### src/rtl/axi_rd_arb_pkg.sv
// Shared types for the AXI read-channel arbiter: FSM states, grant vector
// and a one-hot to index encoder.
package axi_rd_arb_pkg;
    localparam int MST_NUM = 4;

    typedef enum logic [1:0] {IDLE, ADDR, DATA} rarb_state_t;
    typedef logic [MST_NUM-1:0] grant_t;

    function automatic logic [1:0] oh2idx(input grant_t g);
        logic [1:0] idx;
        idx = 2'd0;
        if (g[1]) idx = 2'd1;
        if (g[2]) idx = 2'd2;
        if (g[3]) idx = 2'd3;
        return idx;
    endfunction
endpackage

### src/rtl/rr_pick4.sv
// Combinational 4-way picker: round-robin after last_owner, or fixed
// priority (lowest index) when rr_en is low. Output is one-hot or zero.
module rr_pick4
    import axi_rd_arb_pkg::*;
(
    input  grant_t     req,
    input  logic [1:0] last_owner,
    input  logic       rr_en,
    output grant_t     win
);
    logic [1:0] idx;

    always_comb begin
        win = '0;
        idx = 2'd0;
        if (rr_en) begin
            // walk from lowest priority (last_owner itself) up so the nearest
            // requester after last_owner overwrites the rest
            for (int k = 4; k >= 1; k--) begin
                idx = last_owner + 2'(k);
                if (req[idx]) win = grant_t'(1) << idx;
            end
        end else begin
            for (int k = MST_NUM - 1; k >= 0; k--) begin
                if (req[k]) win = grant_t'(1) << k;
            end
        end
    end
endmodule

### src/rtl/axi_arbiter_r.sv
// Read-channel arbiter: grants one master per burst and holds the grant
// through the AR handshake and ARLEN+1 R beats. All outputs are registered.
module axi_arbiter_r
    import axi_rd_arb_pkg::*;
#(
    parameter bit RR_EN = 1'b1
) (
    input  logic       ACLK,
    input  logic       ARESETn,
    input  logic       m0_ARVALID,
    input  logic       m1_ARVALID,
    input  logic       m2_ARVALID,
    input  logic       m3_ARVALID,
    input  logic [7:0] m0_ARLEN,
    input  logic [7:0] m1_ARLEN,
    input  logic [7:0] m2_ARLEN,
    input  logic [7:0] m3_ARLEN,
    input  logic       s_ARVALID,
    input  logic       m_ARREADY,
    input  logic       m_RVALID,
    input  logic       s_RREADY,
    input  logic       m_RLAST,
    output logic       m0_rgrnt,
    output logic       m1_rgrnt,
    output logic       m2_rgrnt,
    output logic       m3_rgrnt,
    output logic       rbusy,
    output logic       rlast_err
);
    rarb_state_t state, state_nxt;
    grant_t      grant_q, grant_nxt, pick;
    logic [7:0]  beat_cnt, beat_nxt, arlen_sel;
    logic [1:0]  last_owner, owner_nxt;
    logic        busy_q, busy_nxt, err_q, err_nxt;
    grant_t      req;
    logic        beat;

    assign req  = {m3_ARVALID, m2_ARVALID, m1_ARVALID, m0_ARVALID};
    assign beat = s_RREADY & m_RVALID;

    always_comb begin
        arlen_sel = ({8{grant_q[0]}} & m0_ARLEN) | ({8{grant_q[1]}} & m1_ARLEN)
                  | ({8{grant_q[2]}} & m2_ARLEN) | ({8{grant_q[3]}} & m3_ARLEN);
    end

    rr_pick4 u_pick (
        .req        (req),
        .last_owner (last_owner),
        .rr_en      (RR_EN),
        .win        (pick)
    );

    always_comb begin
        state_nxt = state;
        grant_nxt = grant_q;
        beat_nxt  = beat_cnt;
        owner_nxt = last_owner;
        err_nxt   = 1'b0;
        case (state)
            IDLE: begin
                if (|req) begin
                    grant_nxt = pick;
                    state_nxt = ADDR;
                end
            end
            ADDR: begin
                if (s_ARVALID && m_ARREADY) begin
                    beat_nxt  = arlen_sel;
                    state_nxt = DATA;
                end
            end
            DATA: begin
                if (beat) begin
                    // the counter decides release; RLAST is only cross-checked
                    err_nxt = m_RLAST != (beat_cnt == 8'd0);
                    if (beat_cnt == 8'd0) begin
                        grant_nxt = '0;
                        owner_nxt = oh2idx(grant_q);
                        state_nxt = IDLE;
                    end else begin
                        beat_nxt = beat_cnt - 8'd1;
                    end
                end
            end
            default: begin
                grant_nxt = '0;
                state_nxt = IDLE;
            end
        endcase
        busy_nxt = state_nxt != IDLE;
    end

    always_ff @(posedge ACLK or negedge ARESETn) begin
        if (!ARESETn) begin
            state      <= IDLE;
            grant_q    <= '0;
            beat_cnt   <= 8'd0;
            last_owner <= 2'd3;
            busy_q     <= 1'b0;
            err_q      <= 1'b0;
        end else begin
            state      <= state_nxt;
            grant_q    <= grant_nxt;
            beat_cnt   <= beat_nxt;
            last_owner <= owner_nxt;
            busy_q     <= busy_nxt;
            err_q      <= err_nxt;
        end
    end

    assign {m3_rgrnt, m2_rgrnt, m1_rgrnt, m0_rgrnt} = grant_q;
    assign rbusy     = busy_q;
    assign rlast_err = err_q;
endmodule

### config.mk
export PLATFORM = sky130hd
export DESIGN_NAME = axi_arbiter_r
export DESIGN_NICKNAME = d
export VERILOG_FILES = /design/src/rtl/axi_rd_arb_pkg.sv /design/src/rtl/rr_pick4.sv /design/src/rtl/axi_arbiter_r.sv
export SDC_FILE = /design/constraint.sdc
export NUM_CORES = 1
export LEC_CHECK = 0
export CAP_MARGIN = 20
export CORE_MARGIN = 2
export CORE_UTILIZATION = 40
export CTS_CLUSTER_DIAMETER = 60
export DETAILED_ROUTE_END_ITERATION = 12
export PLACE_DENSITY = 0.69
export SYNTH_ARGS = -nofsm -noshare
export SYNTH_HDL_FRONTEND = slang
export SYNTH_HIERARCHICAL = 1
export SYNTH_SLANG_ARGS = --single-unit
### constraint.sdc
create_clock -name ACLK -period 3.7 [get_ports ACLK]
set_input_delay 1.11 -clock ACLK [delete_from_list [all_inputs] [get_ports ACLK]]
set_output_delay 1.11 -clock ACLK [all_outputs]
set_load 0.02 [all_outputs]
==> results.toml <==
[status]
status = "finished clean"

[setup_path]
crit_path_top_delay_cell = "sky130_fd_sc_hd__mux4_2"
critical_path.max_fanout = 11
worst_path_largest_cell_delay_ns = 0.62
required_ns = 3.88
startpoint_type = "primary input"
timing.critical_path.cells = "clkdlybuf4s50_1, mux4_2, nor2b_4, a221oi_1, o31ai_1, nor4b_1, a21oi_1, o2bb2ai_1"
critical_path_arrival_ns = 3.24
crit_type = "in -> reg"
rr_startpoint = "last_owner[0]"
worstSetupStartpoint = "m0_ARVALID"
critPathCaptureType = "flip-flop"

[sta]
setup_viol_count_final = 0
finalCriticalPeriod_ns = 3.06
rsz_0062_raised_after_global_routing = "false"
period_share_pct = 82.6
slew_headroom_pct = 35.6
setup_tns_ns = 0
hold_ws_ns = 0.549
clock.fmax_ghz = 0.327
maxSlewViolCount = 0
final-hold-violation-count = 0
worst_clock_skew_ns = 0.00169
worst_slew_pin_slew_ns = 0.965

[grt]
antenna_found_initial = 0
grt_pass1_vias = 1515
global_route.overflow_total = 0
grt_pass1_wl_mm = 7.22
grt_use_total_pct = 20.2
pin_count_of_the_biggest_net_entering_global_routing = 19

[place]
hpwl_mm = 3.44
numPlacedInstances = 280
detailed_place.area_um2 = 2160
routabilityCongestion = 0.850
place.port_buffers = 48

[power]
power.density_nw_per_um2 = 563
ir_drop_uv = 179
power_leakage_nw = 0.886

[drt]
via_per_inst = 5.92
drt-pass1-iter-count = 4
drt-initial-drc-count = 105
routed-via-count = 1681
wl_per_cell_um = 15.7
ant_nets = 0
routed_wl_mm = 4.46
drc = 0

[layout]
num-nets-final = 285
flow.area_growth_from_synthesis_pct = 31.2
final_area_um2 = 2210
drive_above_1_share_pct = 7.69
stdcell_count = 284
n_antenna_cell = 0
utilization_pct = 54.9
fillers = 386

[cts]
cts_hold_buf = 0
clock_tree.htree_level_count = 1
clkLatencyLatePin_ns = 0.26
cts_root_buffer = "sky130_fd_sc_hd__clkbuf_8"
cts-buffers-inserted = 3
cells_resized_by_post_cts_repair = 0
tritoncts_clock_tree = "yes"
cts_post_setup_buffers_inserted = 0
cts.reportedPaths.clkPinSlew_ns = 0.07
cts.sinks = 18
clock_tree.buffer_depth = 2

[logic_synthesis]
synthArstFlopShare_pct = 100
count_of_distinct_cell_types_in_the_synthesized_netlist = 47
postSynth.topFlopCell = "sky130_fd_sc_hd__dfrtp_1"
synth-seq-cells = 18
syn_area_per_cell_um2 = 8.78
yosysSeqAreaShare_pct = 26.9
ys_warn_count = 6
synth-edff-count = 0
syn_inst = 192
syn_area_um2 = 1690

[die]
chip_height_um = 68.9
start_util_pct = 41.8
area_of_the_die_um2 = 4750
pin_count = 49
die_width_um = 68.9
std_cell_rows = 23
coreArea_um2 = 4030

[hold_path]
hold_class = "reg -> reg"
worst_hold_startpoint = "last_owner[1]"

[job]
max-cap-violations = 0
-- through the flow --
stage / power [W] / setup slack (ns)
final: 0.00125 / 0.642
after global routing: 0.00135 / 0.424
after CTS: 0.00125 / 0.670
after detailed placement: 0.00108 / 0.410
after global placement: 0.00108 / 0.432
after floorplan: 0.000884 / 1.03
-- synth_stat cells, drive strengths merged, types with 2 or more instances --
library cell | number | area (um^2)
a22oi | 16 | 120
a21o | 2 | 15.0
o2bb2ai | 7 | 61.3
buf | 4 | 37.5
a221oi | 3 | 26.3
mux4 | 4 | 93.8
nand3 | 2 | 10.0
ha | 7 | 87.6
a31oi | 6 | 37.5
clkbuf | 9 | 53.8
o31ai | 4 | 30.0
o22ai | 4 | 25.0
nand2 | 7 | 26.3
nor2b | 6 | 45.0
nand2b | 7 | 43.8
o21ai | 8 | 40.0
mux2i | 5 | 50.1
nor4 | 3 | 25.0
dfrtp | 16 | 400
nor3 | 9 | 45.0
nor4b | 6 | 52.6
inv | 11 | 41.3
dfstp | 2 | 52.6
or3 | 4 | 31.3
a21oi | 19 | 95.1
nor2 | 7 | 26.3
-- power by group --
| part | total [W] | switching (W) | internal, W | leakage [nW] |
|---|---|---|---|---|
| logic | 0.000650 | 0.000324 | 0.000326 | 0.636 |
| clock network | 0.000164 | 0.0000693 | 0.0000947 | 0.0288 |
| registers | 0.000432 | 0.000156 | 0.000276 | 0.221 |
-- registers in the layout, summed over array words and instances (netlist names) --
signal      cells
beat_cnt        8
grant_q         4
last_owner      2
rbusy           1
rlast_err       1
state           2
-- placed cells by master, fill, tap and decap left out, types with 2 or more instances in the layout --
| cell type | n |
|---|---|
| sky130_fd_sc_hd__clkbuf_8 | 4 |
| sky130_fd_sc_hd__inv_1 | 11 |
| sky130_fd_sc_hd__dfstp_2 | 2 |
| sky130_fd_sc_hd__nor3_1 | 9 |
| sky130_fd_sc_hd__nor2_1 | 7 |
| sky130_fd_sc_hd__nand2_1 | 7 |
| sky130_fd_sc_hd__nor4b_1 | 6 |
| sky130_fd_sc_hd__conb_1 | 2 |
| sky130_fd_sc_hd__o31ai_1 | 4 |
| sky130_fd_sc_hd__a21oi_1 | 19 |
| sky130_fd_sc_hd__nor4_1 | 2 |
| sky130_fd_sc_hd__a221oi_1 | 3 |
| sky130_fd_sc_hd__or3_1 | 2 |
| sky130_fd_sc_hd__ha_1 | 7 |
| sky130_fd_sc_hd__mux4_2 | 3 |
| sky130_fd_sc_hd__buf_4 | 2 |
| sky130_fd_sc_hd__o2bb2ai_1 | 7 |
| sky130_fd_sc_hd__a31oi_1 | 6 |
| sky130_fd_sc_hd__nor2b_1 | 5 |
| sky130_fd_sc_hd__dfrtp_1 | 16 |
| sky130_fd_sc_hd__a21o_1 | 2 |
| sky130_fd_sc_hd__nand3_1 | 2 |
| sky130_fd_sc_hd__nand2b_1 | 7 |
| sky130_fd_sc_hd__a22oi_1 | 16 |
| sky130_fd_sc_hd__mux2i_1 | 5 |
| sky130_fd_sc_hd__o22ai_1 | 4 |
| sky130_fd_sc_hd__o21ai_0 | 8 |
| sky130_fd_sc_hd__clkdlybuf4s50_1 | 48 |
-- final timing paths --
check / endpoint / slack [ns] / depth (start not counted)
min in group asynchronous: beat_cnt[0] / 1.33 / 1
max in group asynchronous: grant_q[0] / 1.86 / 1
max: grant_q[1] / 0.64 / 8
max reg2reg: grant_q[1] / 0.87 / 9
min reg2reg: last_owner[1] / 0.55 / 2
min: last_owner[1] / 0.55 / 2
-- logic make-up after synthesis --
| family | after synthesis | share of synthesized area [%] |
|---|---|---|
| XOR/XNOR | 1 | 0.520 |
| AND/OR/NAND/NOR | 59 | 22.1 |
| multiplexers | 9 | 8.54 |
| AO/OA/AOI/OAI | 73 | 28.7 |
| adder cells (fa/ha/maj) | 7 | 5.20 |
| buffers and inverters | 24 | 7.87 |
| other | 1 | 0.223 |
| flip-flops | 18 | 26.9 |
-- worst max-delay path, delay by kind of cell --
| family | cells | cell delay [ns] |
|---|---|---|
| AOI/OAI and AO/OA | 4 | 0.52 |
| buffers and inverters | 1 | 0.58 |
| muxes | 1 | 0.62 |
| and+or+nand+nor | 2 | 0.41 |
-- layer usage --
layer  wire [um]  track usage (%)  share of wire, %
met1        1930             26.2                43
met2        2020             33.7                45
met3         469             5.03                11
met4          38             4.66              0.85
met5           0                0                 0
-- area by class of cell --
cell class                      count  area (um^2)  share of cell area, %
Multi-Input combinational cell    151         1100                   49.9
Tap cell                           50         62.6                   2.83
Clock buffer                        4         55.1                   2.49
Sequential cell                    18          453                   20.5
Inverter                           11         41.3                   1.87
Timing Repair Buffer               50          495                   22.4
Note: power is estimated with default switching activity, not from simulation.
